### src/rtl/mem_arbiter.sv
// mem_arbiter: three-port fixed-priority arbiter (video > DMA > CPU)
// sharing one memory command port, with CPU anti-starvation and timeout.
module mem_arbiter #(
  parameter int AW         = 25,
  parameter int DW         = 16,
  parameter int CPU_STARVE = 8,
  parameter int TIMEOUT    = 255
) (
  input  logic          clk,
  input  logic          reset_n,
  input  logic          vid_req,
  input  logic [AW-1:0] vid_addr,
  output logic          vid_ack,
  output logic [DW-1:0] vid_rdata,
  input  logic          dma_req,
  input  logic          dma_we,
  input  logic [AW-1:0] dma_addr,
  input  logic [DW-1:0] dma_wdata,
  output logic          dma_ack,
  output logic [DW-1:0] dma_rdata,
  input  logic          cpu_req,
  input  logic          cpu_we,
  input  logic [1:0]    cpu_be,
  input  logic [AW-1:0] cpu_addr,
  input  logic [DW-1:0] cpu_wdata,
  output logic          cpu_ack,
  output logic [DW-1:0] cpu_rdata,
  output logic          mem_req,
  output logic          mem_we,
  output logic [1:0]    mem_be,
  output logic [AW-1:0] mem_addr,
  output logic [DW-1:0] mem_wdata,
  input  logic [DW-1:0] mem_rdata,
  input  logic          mem_done,
  output logic [1:0]    owner,
  output logic          err
);

  localparam int SW = $clog2(CPU_STARVE) + 1;

  localparam logic [1:0] OWN_NONE = 2'd0;
  localparam logic [1:0] OWN_VID  = 2'd1;
  localparam logic [1:0] OWN_DMA  = 2'd2;
  localparam logic [1:0] OWN_CPU  = 2'd3;

  typedef enum logic [1:0] {
    S_IDLE,
    S_CMD,
    S_WAIT,
    S_ACK
  } state_t;

  state_t          r_state;
  logic [7:0]      r_cnt;
  logic [SW-1:0]   r_streak;
  logic [1:0]      r_owner;
  logic            r_mem_req;
  logic            r_mem_we;
  logic [1:0]      r_mem_be;
  logic [AW-1:0]   r_mem_addr;
  logic [DW-1:0]   r_mem_wdata;
  logic            r_vid_ack;
  logic            r_dma_ack;
  logic            r_cpu_ack;
  logic            r_err;
  logic [DW-1:0]   r_vid_rdata;
  logic [DW-1:0]   r_dma_rdata;
  logic [DW-1:0]   r_cpu_rdata;

  logic            w_starve;
  logic            w_vid_win;
  logic            w_dma_win;
  logic            w_cpu_win;
  logic            w_any;
  logic [1:0]      w_owner;
  logic            w_we;
  logic [1:0]      w_be;
  logic [AW-1:0]   w_addr;
  logic [DW-1:0]   w_wdata;
  logic [SW-1:0]   w_streak_nxt;
  logic            w_finish;
  logic [DW-1:0]   w_cap;

  assign w_any    = vid_req | dma_req | cpu_req;
  assign w_finish = mem_done | (r_cnt == 8'(TIMEOUT - 1));
  assign w_cap    = mem_done ? mem_rdata : '0;

  // Pick the winner and its command fields; CPU jumps DMA once starved.
  always_comb begin
    w_starve  = (r_streak == SW'(CPU_STARVE));
    w_vid_win = vid_req;
    w_cpu_win = !vid_req && cpu_req && (w_starve || !dma_req);
    w_dma_win = !vid_req && dma_req && !(w_starve && cpu_req);
    w_owner   = OWN_NONE;
    w_we      = 1'b0;
    w_be      = 2'b00;
    w_addr    = '0;
    w_wdata   = '0;
    unique case (1'b1)
      w_vid_win: begin
        w_owner = OWN_VID;
        w_be    = 2'b11;
        w_addr  = vid_addr;
      end
      w_dma_win: begin
        w_owner = OWN_DMA;
        w_we    = dma_we;
        w_be    = 2'b11;
        w_addr  = dma_addr;
        w_wdata = dma_wdata;
      end
      w_cpu_win: begin
        w_owner = OWN_CPU;
        w_we    = cpu_we;
        w_be    = cpu_be;
        w_addr  = cpu_addr;
        w_wdata = cpu_wdata;
      end
      default: ;
    endcase
  end

  // Next starvation streak for the grant being made this cycle.
  always_comb begin
    w_streak_nxt = r_streak;
    if (w_cpu_win) begin
      w_streak_nxt = '0;
    end else if (w_dma_win) begin
      if (!cpu_req)
        w_streak_nxt = '0;
      else if (!w_starve)
        w_streak_nxt = r_streak + SW'(1);
    end
  end

  // Access sequencer: grant, one-cycle command, wait/timeout, ack.
  always_ff @(posedge clk or negedge reset_n) begin
    if (!reset_n) begin
      r_state     <= S_IDLE;
      r_cnt       <= '0;
      r_streak    <= '0;
      r_owner     <= OWN_NONE;
      r_mem_req   <= 1'b0;
      r_mem_we    <= 1'b0;
      r_mem_be    <= 2'b00;
      r_mem_addr  <= '0;
      r_mem_wdata <= '0;
      r_vid_ack   <= 1'b0;
      r_dma_ack   <= 1'b0;
      r_cpu_ack   <= 1'b0;
      r_err       <= 1'b0;
      r_vid_rdata <= '0;
      r_dma_rdata <= '0;
      r_cpu_rdata <= '0;
    end else begin
      r_mem_req <= 1'b0;
      r_vid_ack <= 1'b0;
      r_dma_ack <= 1'b0;
      r_cpu_ack <= 1'b0;
      r_err     <= 1'b0;
      case (r_state)
        S_IDLE: begin
          if (w_any) begin
            r_state     <= S_CMD;
            r_mem_req   <= 1'b1;
            r_owner     <= w_owner;
            r_mem_we    <= w_we;
            r_mem_be    <= w_be;
            r_mem_addr  <= w_addr;
            r_mem_wdata <= w_wdata;
            r_streak    <= w_streak_nxt;
          end
        end
        S_CMD: begin
          r_state <= S_WAIT;
          r_cnt   <= '0;
        end
        S_WAIT: begin
          if (w_finish) begin
            r_state   <= S_ACK;
            r_err     <= !mem_done;
            r_vid_ack <= (r_owner == OWN_VID);
            r_dma_ack <= (r_owner == OWN_DMA);
            r_cpu_ack <= (r_owner == OWN_CPU);
            case (r_owner)
              OWN_VID: r_vid_rdata <= w_cap;
              OWN_DMA: r_dma_rdata <= w_cap;
              OWN_CPU: r_cpu_rdata <= w_cap;
              default: ;
            endcase
          end else begin
            r_cnt <= r_cnt + 8'd1;
          end
        end
        S_ACK: begin
          r_state <= S_IDLE;
          r_owner <= OWN_NONE;
        end
        default: r_state <= S_IDLE;
      endcase
    end
  end

  assign vid_ack   = r_vid_ack;
  assign dma_ack   = r_dma_ack;
  assign cpu_ack   = r_cpu_ack;
  assign vid_rdata = r_vid_rdata;
  assign dma_rdata = r_dma_rdata;
  assign cpu_rdata = r_cpu_rdata;
  assign mem_req   = r_mem_req;
  assign mem_we    = r_mem_we;
  assign mem_be    = r_mem_be;
  assign mem_addr  = r_mem_addr;
  assign mem_wdata = r_mem_wdata;
  assign owner     = r_owner;
  assign err       = r_err;

endmodule
### config.mk
export PLATFORM = sky130hd
export DESIGN_NAME = mem_arbiter
export DESIGN_NICKNAME = d
export VERILOG_FILES = /design/src/rtl/mem_arbiter.sv
export SDC_FILE = /design/constraint.sdc
export NUM_CORES = 1
export LEC_CHECK = 0
export CORE_MARGIN = 1.5
export CORE_UTILIZATION = 33
export CTS_CLUSTER_DIAMETER = 120
export DETAILED_ROUTE_END_ITERATION = 8
export PLACE_DENSITY = 0.67
export RECOVER_POWER = 25
export SLEW_MARGIN = 20
export SYNTH_ARGS = -nofsm -noshare
export SYNTH_HDL_FRONTEND = slang
export SYNTH_SLANG_ARGS = --single-unit
### constraint.sdc
create_clock -name clk -period 2.8 [get_ports clk]
set_input_delay 0.42 -clock clk [delete_from_list [all_inputs] [get_ports clk]]
set_output_delay 0.42 -clock clk [all_outputs]
set_load 0.01 [all_outputs]
==> results of run 1 <==
-- tightest hold or removal path, stage by stage --
cell	delay, ps
buf_2	180
o21ai_0	90
a211oi_1	70
-- where the power goes --
part	switching, mW	total [mW]	internal [mW]
clock	0.844	2.25	1.41
sequential	0.506	2.87	2.36
combinational	1.79	3.81	2.02
-- through the flow --
step                setup slack (ps)  instance area [sq um]
global route                     496                   8940
floorplan                       1170                   5940
global placement                 555                   8320
finish                           727                   8940
CTS                              696                   8940
detailed placement               503                   8320
-- final cells by class --
class	instances	area (sq um)
fill	1609	8480
sequential	113	2830
multi-input combinational	419	2630
timing repair buffer	251	2480
clock buffer	17	425
tap	225	282
clock inverter	15	183
inverter	28	108
antenna	2	5.00
-- path summary, 6_finish.rpt --
check                                           from                   endpoint  slack [ps]  cells past startpoint
setup / recovery              r_state[0]$_DFFE_PN0P_   vid_rdata[2]$_DFFE_PN0P_         730                      5
setup reg to reg              r_state[0]$_DFFE_PN0P_   vid_rdata[2]$_DFFE_PN0P_         730                      5
hold / removal                               cpu_req       owner[0]$_DFFE_PN0P_         400                      3
max in group asynchronous                    reset_n      mem_be[0]$_DFFE_PN0P_         930                      3
hold reg to reg            cpu_rdata[14]$_DFFE_PN0P_  cpu_rdata[14]$_DFFE_PN0P_         510                      2
min in group asynchronous                    reset_n    mem_addr[5]$_DFFE_PN0P_         790                      2
-- cell families (layout without fill, tap and decap cells) --
logic type	after synthesis	in the layout	share of synthesized area
xor+xnor	1	1	0.00147
mux	4	4	0.00674
fa+ha+maj	9	9	0.0190
flops	113	113	0.476
simple gates	118	118	0.107
other cells	0	2	0
compound gates	287	287	0.308
buf+inv	90	311	0.0819
-- synth_stat cells, types with 16 or more instances --
cell type | count | share of area
inv_1 | 25 | 0.016
clkbuf_1 | 20 | 0.013
o2111ai_1 | 42 | 0.062
a31oi_1 | 46 | 0.048
dfrtp_1 | 113 | 0.48
buf_2 | 23 | 0.019
a21oi_1 | 124 | 0.10
o21ai_0 | 22 | 0.019
nand3_1 | 28 | 0.024
a22oi_1 | 16 | 0.020
nor2_1 | 41 | 0.026
a21oi_2 | 20 | 0.029
-- per-layer routing --
| layer | GRT usage | wire [um] | vias up |
|---|---|---|---|
| met2 | 0.336 | 9200 | 267 |
| met4 | 0.0965 | 516 | 0 |
| met3 | 0.0911 | 2120 | 33 |
| li1 | - | - | 2754 |
| met1 | 0.269 | 8190 | 2769 |
| met5 | 0 | 0 | - |
-- repair_timing --
action / in CTS / in global routing
setup endpoints to repair: 0 / 0
hold buffers: 1 / 0
endpoints found under the hold margin: 14 / 0
buffers inserted: 0 / 0
-- cells in the final DEF (no fill, tap or decap), types with 17 or more instances in the layout --
| cell type | n |
|---|---|
| a21oi_1 | 124 |
| a21oi_2 | 20 |
| a31oi_1 | 46 |
| clkbuf_16 | 17 |
| clkdlybuf4s50_1 | 229 |
| dfrtp_1 | 113 |
| inv_1 | 25 |
| nand3_1 | 28 |
| nor2_1 | 41 |
| o2111ai_1 | 42 |
| o21ai_0 | 22 |
-- registers in the layout (all words and copies together), names as in the netlist, 2 cells and up --
register and flops:
mem_be 2, cpu_rdata 16, owner 2, vid_rdata 16, r_state 2, mem_addr 25, r_cnt 8, r_streak 4
dma_rdata 16, mem_wdata 16
==> impl_metrics.py, run 1 <==
metrics = {
    "status": {
        "status": "finished clean",
    },
    "floorplanning": {
        "rows": 48,
        "die_y_um": 137,
        "ios": 232,
        "initial_core_util": 0.341,
        "dieArea_sq_um": 18800,
        "core_area_sq_um": 17400,
        "die_w_um": 137,
    },
    "setup_path": {
        "critPathKind": "reg2reg",
        "path_buf_inv": 1,
        "required_ps": 3120,
        "cp_slowest_stage_delay_ps": 740,
        "crit_fanout": 16,
        "cp-end-kind": "register",
        "cp.arrival_ps": 2390,
        "cp_cell_sequence": "inv_1 -> ha_1 -> and4b_1 -> a22oi_1 -> o21ai_0",
        "cp_slowest_cell": "and4b_1",
        "cp_top_family": "simple AND/OR/NAND/NOR gates",
        "cp-start-kind": "register",
    },
    "yosys": {
        "synth_edf_count": 0,
        "synth_area_sq_um": 5940,
        "synth_seq_area_share": 0.476,
        "synth-seq-cells": 113,
        "synthCells": 622,
        "synth_nets": 764,
        "synth_ff_type": "dfrtp_1",
        "synth.distinct_cells": 46,
        "ys_warn_count": 0,
        "synth_area_per_cell_sq_um": 9.55,
        "async_reset_ff_frac": 1.00,
    },
    "finish": {
        "fin_cells": 1070,
        "final_layout_size_suffix_gt1_frac": 0.103,
        "fin_nets": 972,
        "utilization": 0.513,
        "syn_to_final_growth_pct": 50.5,
    },
    "cts": {
        "cts_tree": "built",
        "ctsResizeCount": 0,
        "cts_buffers": 17,
        "cts_buffer_depth": 2,
        "htreeDepth": 4,
        "root_buffer": "clkbuf_16",
        "clkSlewWorstSetupHoldPaths_ps": 60,
        "clock_sinks": 113,
        "clkLatencyLatePin_ps": 410,
    },
    "worst_hold_path": {
        "min_path_type": "in2reg",
    },
    "timing": {
        "setup_violations": 0,
        "min_period_ps": 2070,
        "fin_skew_ps": 6.55,
        "max_freq_mhz": 482,
        "hold_ws_ps": 398,
        "slew_headroom": 0.283,
        "final-max-slew-violation-count": 0,
        "rsz0062_at_grt": "no",
        "hold_violations": 0,
        "worstMarginPinSlew_ps": 1080,
        "setup_tns_ps": 0,
        "final.period_utilization": 0.740,
    },
    "detailed_routing": {
        "drtAntennaViolNets": 0,
        "vias_per_cell": 5.44,
        "wire_per_inst_um": 18.7,
        "via_count": 5823,
        "dr.pass1.iters": 4,
        "drc": 0,
        "wl_mm": 20.0,
        "first_iter_violations": 301,
    },
    "pwr": {
        "total_power_mw": 8.93,
        "peakVddDrop_uv": 441,
        "p_leak_nw": 3.65,
        "power.density_nw_per_um2": 1000,
    },
    "place": {
        "io_buffers": 231,
        "placed_cells": 1035,
        "hpwl_mm": 13.4,
        "gp_congestion": 0.786,
    },
    "global_routing": {
        "grt_pass1_vias": 5874,
        "grt_pass1_wl_mm": 31.6,
        "antenna_found_initial": 2,
        "track_usage": 0.219,
        "grt_max_degree": 59,
        "grt_remaining_overflow": 0,
    },
    "job": {
        "cap_violations": 0,
    },
}
Power figures use the tool's default switching activity.
==> inputs of run 2 (changes only) <==
PLACE_DENSITY = 0.7   (was 0.67)
clock period = 1.8 ns   (was 2.8 ns; I/O delays follow)
==> run 2 against run 1 <==
Sequential power is 57% higher; utilization rose by 1.7 points; sequential share of layout area fell by 1.0 points; clock skew is 3.7 ps higher; final cell count grew 1.4%; clock power rose by 59%; critical endpoint is now owner[1]; largest power group unchanged; highest routed layer unchanged.
==> impl_metrics.py, run 2 (synthesis gave the netlist of run 1 again) <==
metrics = {
    "timing": {
        "worstMarginPinSlew_ps": 983,
        "slew_headroom": 0.345,
        "hold_ws_ps": 260,
        "worst_slack_ps": 60.8,
        "max_freq_mhz": 575,
        "final.period_utilization": 0.966,
        "rsz0062_at_grt": "no",
        "hold_violations": 0,
        "final-max-slew-violation-count": 0,
        "setup_tns_ps": 0,
        "fin_skew_ps": 10.2,
        "min_period_ps": 1740,
        "setup_violations": 0,
    },
    "worst_hold_path": {
        "min_to": "owner[0]$_DFFE_PN0P_",
        "hp-start": "cpu_req",
        "min_path_type": "in2reg",
        "whs_path_depth": 3,
    },
    "cts": {
        "cts_buffer_depth": 2,
        "cts_buffers": 17,
        "htreeDepth": 4,
        "cts_tree": "built",
        "clock_sinks": 113,
        "clkLatencyLatePin_ps": 420,
        "clkSlewWorstSetupHoldPaths_ps": 50,
        "post_cts_buffers": 0,
        "root_buffer": "clkbuf_16",
    },
    "global_routing": {
        "grt_pass1_vias": 5758,
        "antenna_found_initial": 0,
        "track_usage": 0.214,
        "grt_max_degree": 49,
        "grt_pass1_wl_mm": 30.9,
        "grt_remaining_overflow": 0,
    },
    "setup_path": {
        "cp_top_family": "buffers and inverters",
        "worstSetupStartpoint": "owner[1]$_DFFE_PN0P_",
        "cp.arrival_ps": 1470,
        "cp-end-kind": "primary output",
        "required_ps": 1530,
        "path_buf_inv": 1,
        "r2r_cells": 6,
        "critPathKind": "reg2out",
        "ff2ff_setup_slack_ps": 120,
        "cp_cell_sequence": "clkdlybuf4s50_1",
        "r2r-start": "r_state[0]$_DFFE_PN0P_",
        "cp_slowest_stage_delay_ps": 610,
        "cp-start-kind": "register",
        "cp_slowest_cell": "clkdlybuf4s50_1",
        "r2r-end": "r_cnt[7]$_DFFE_PN0P_",
        "crit_fanout": 9,
    },
    "pwr": {
        "p_leak_nw": 3.79,
        "total_power_mw": 14.2,
        "power.density_nw_per_um2": 1540,
        "peakVddDrop_uv": 879,
    },
    "place": {
        "dpl_worst_slack_ps": -112,
        "io_buffers": 231,
        "gp_congestion": 0.801,
        "hpwl_mm": 13.7,
    },
    "finish": {
        "final_layout_size_suffix_gt1_frac": 0.122,
        "fin_nets": 989,
        "syn_to_final_growth_pct": 55.6,
        "utilization": 0.531,
        "antenna_cells": 0,
        "layout_commonest_cell": "clkdlybuf4s50_1",
        "nFillCells": 1614,
        "mostFrequentLayoutCells": "clkdlybuf4s50_1 (228), a21oi_1 (124), dfrtp_1 (111)",
        "largest_reg_flops": 25,
    },
    "detailed_routing": {
        "vias_per_cell": 5.41,
        "drtAntennaViolNets": 0,
        "wl_mm": 19.5,
        "dr.pass1.iters": 5,
        "drc": 0,
        "wire_per_inst_um": 18.0,
        "via_count": 5874,
        "first_iter_violations": 276,
    },
    "job": {
        "cap_violations": 0,
    },
    "floorplanning": {
        "rows": 48,
        "core_area_sq_um": 17400,
        "initial_core_util": 0.341,
        "die_w_um": 137,
        "ios": 232,
        "die_y_um": 137,
        "dieArea_sq_um": 18800,
    },
    "status": {
        "status": "finished clean",
    },
}
## run 2: final cells by class
class | instances | area, sq um | share of cell area
Timing Repair Buffer | 268 | 2740 | 0.297
Clock buffer | 22 | 464 | 0.0502
Clock inverter | 10 | 158 | 0.0171
Inverter | 28 | 108 | 0.0116
Tap cell | 225 | 282 | 0.0305
Sequential cell | 113 | 2830 | 0.306
Multi-Input combinational cell | 419 | 2660 | 0.287
## run 2: worst max-delay path by stage
stage / to / slack [ps] / depth (start not counted)
CTS: owner[0]$_DFFE_PN0P_ / 10 / 6
floorplan: vid_rdata[10]$_DFFE_PN0P_ / 170 / 7
detailed placement: vid_rdata[4]$_DFFE_PN0P_ / -110 / 4
global route: owner[0]$_DFFE_PN0P_ / 20 / 6
global placement: vid_rdata[14]$_DFFE_PN0P_ / -50 / 4
finish: owner[1] / 60 / 1
## run 2: what timing repair did
item | 4_1_cts | 5_1_grt
endpoints found under the setup margin | 7 | 33
hold buffers | 1 | 0
hold endpoints to repair | 31 | 0
resized for setup | 3 | 6
## run 2: through the flow
step	instance area, sq um	cells
after floorplan	5940	622
after global placement	8600	1052
after detailed placement	8600	1052
after CTS	9240	1085
after global routing	9240	1085
final	9240	1085
## run 2: layer usage
metal  vias up  GRT usage  part of all wire
met5         -          0                 0
met4         0     0.0801             0.024
met3        27     0.0885              0.11
met2       282      0.333              0.46
met1      2777      0.266              0.41
li1       2788          -                 -
## run 2: power breakdown
part           internal [mW]  total, mW  switching, mW
registers               3.68       4.51          0.829
logic                   3.39       6.17           2.79
clock network           2.38       3.57           1.19
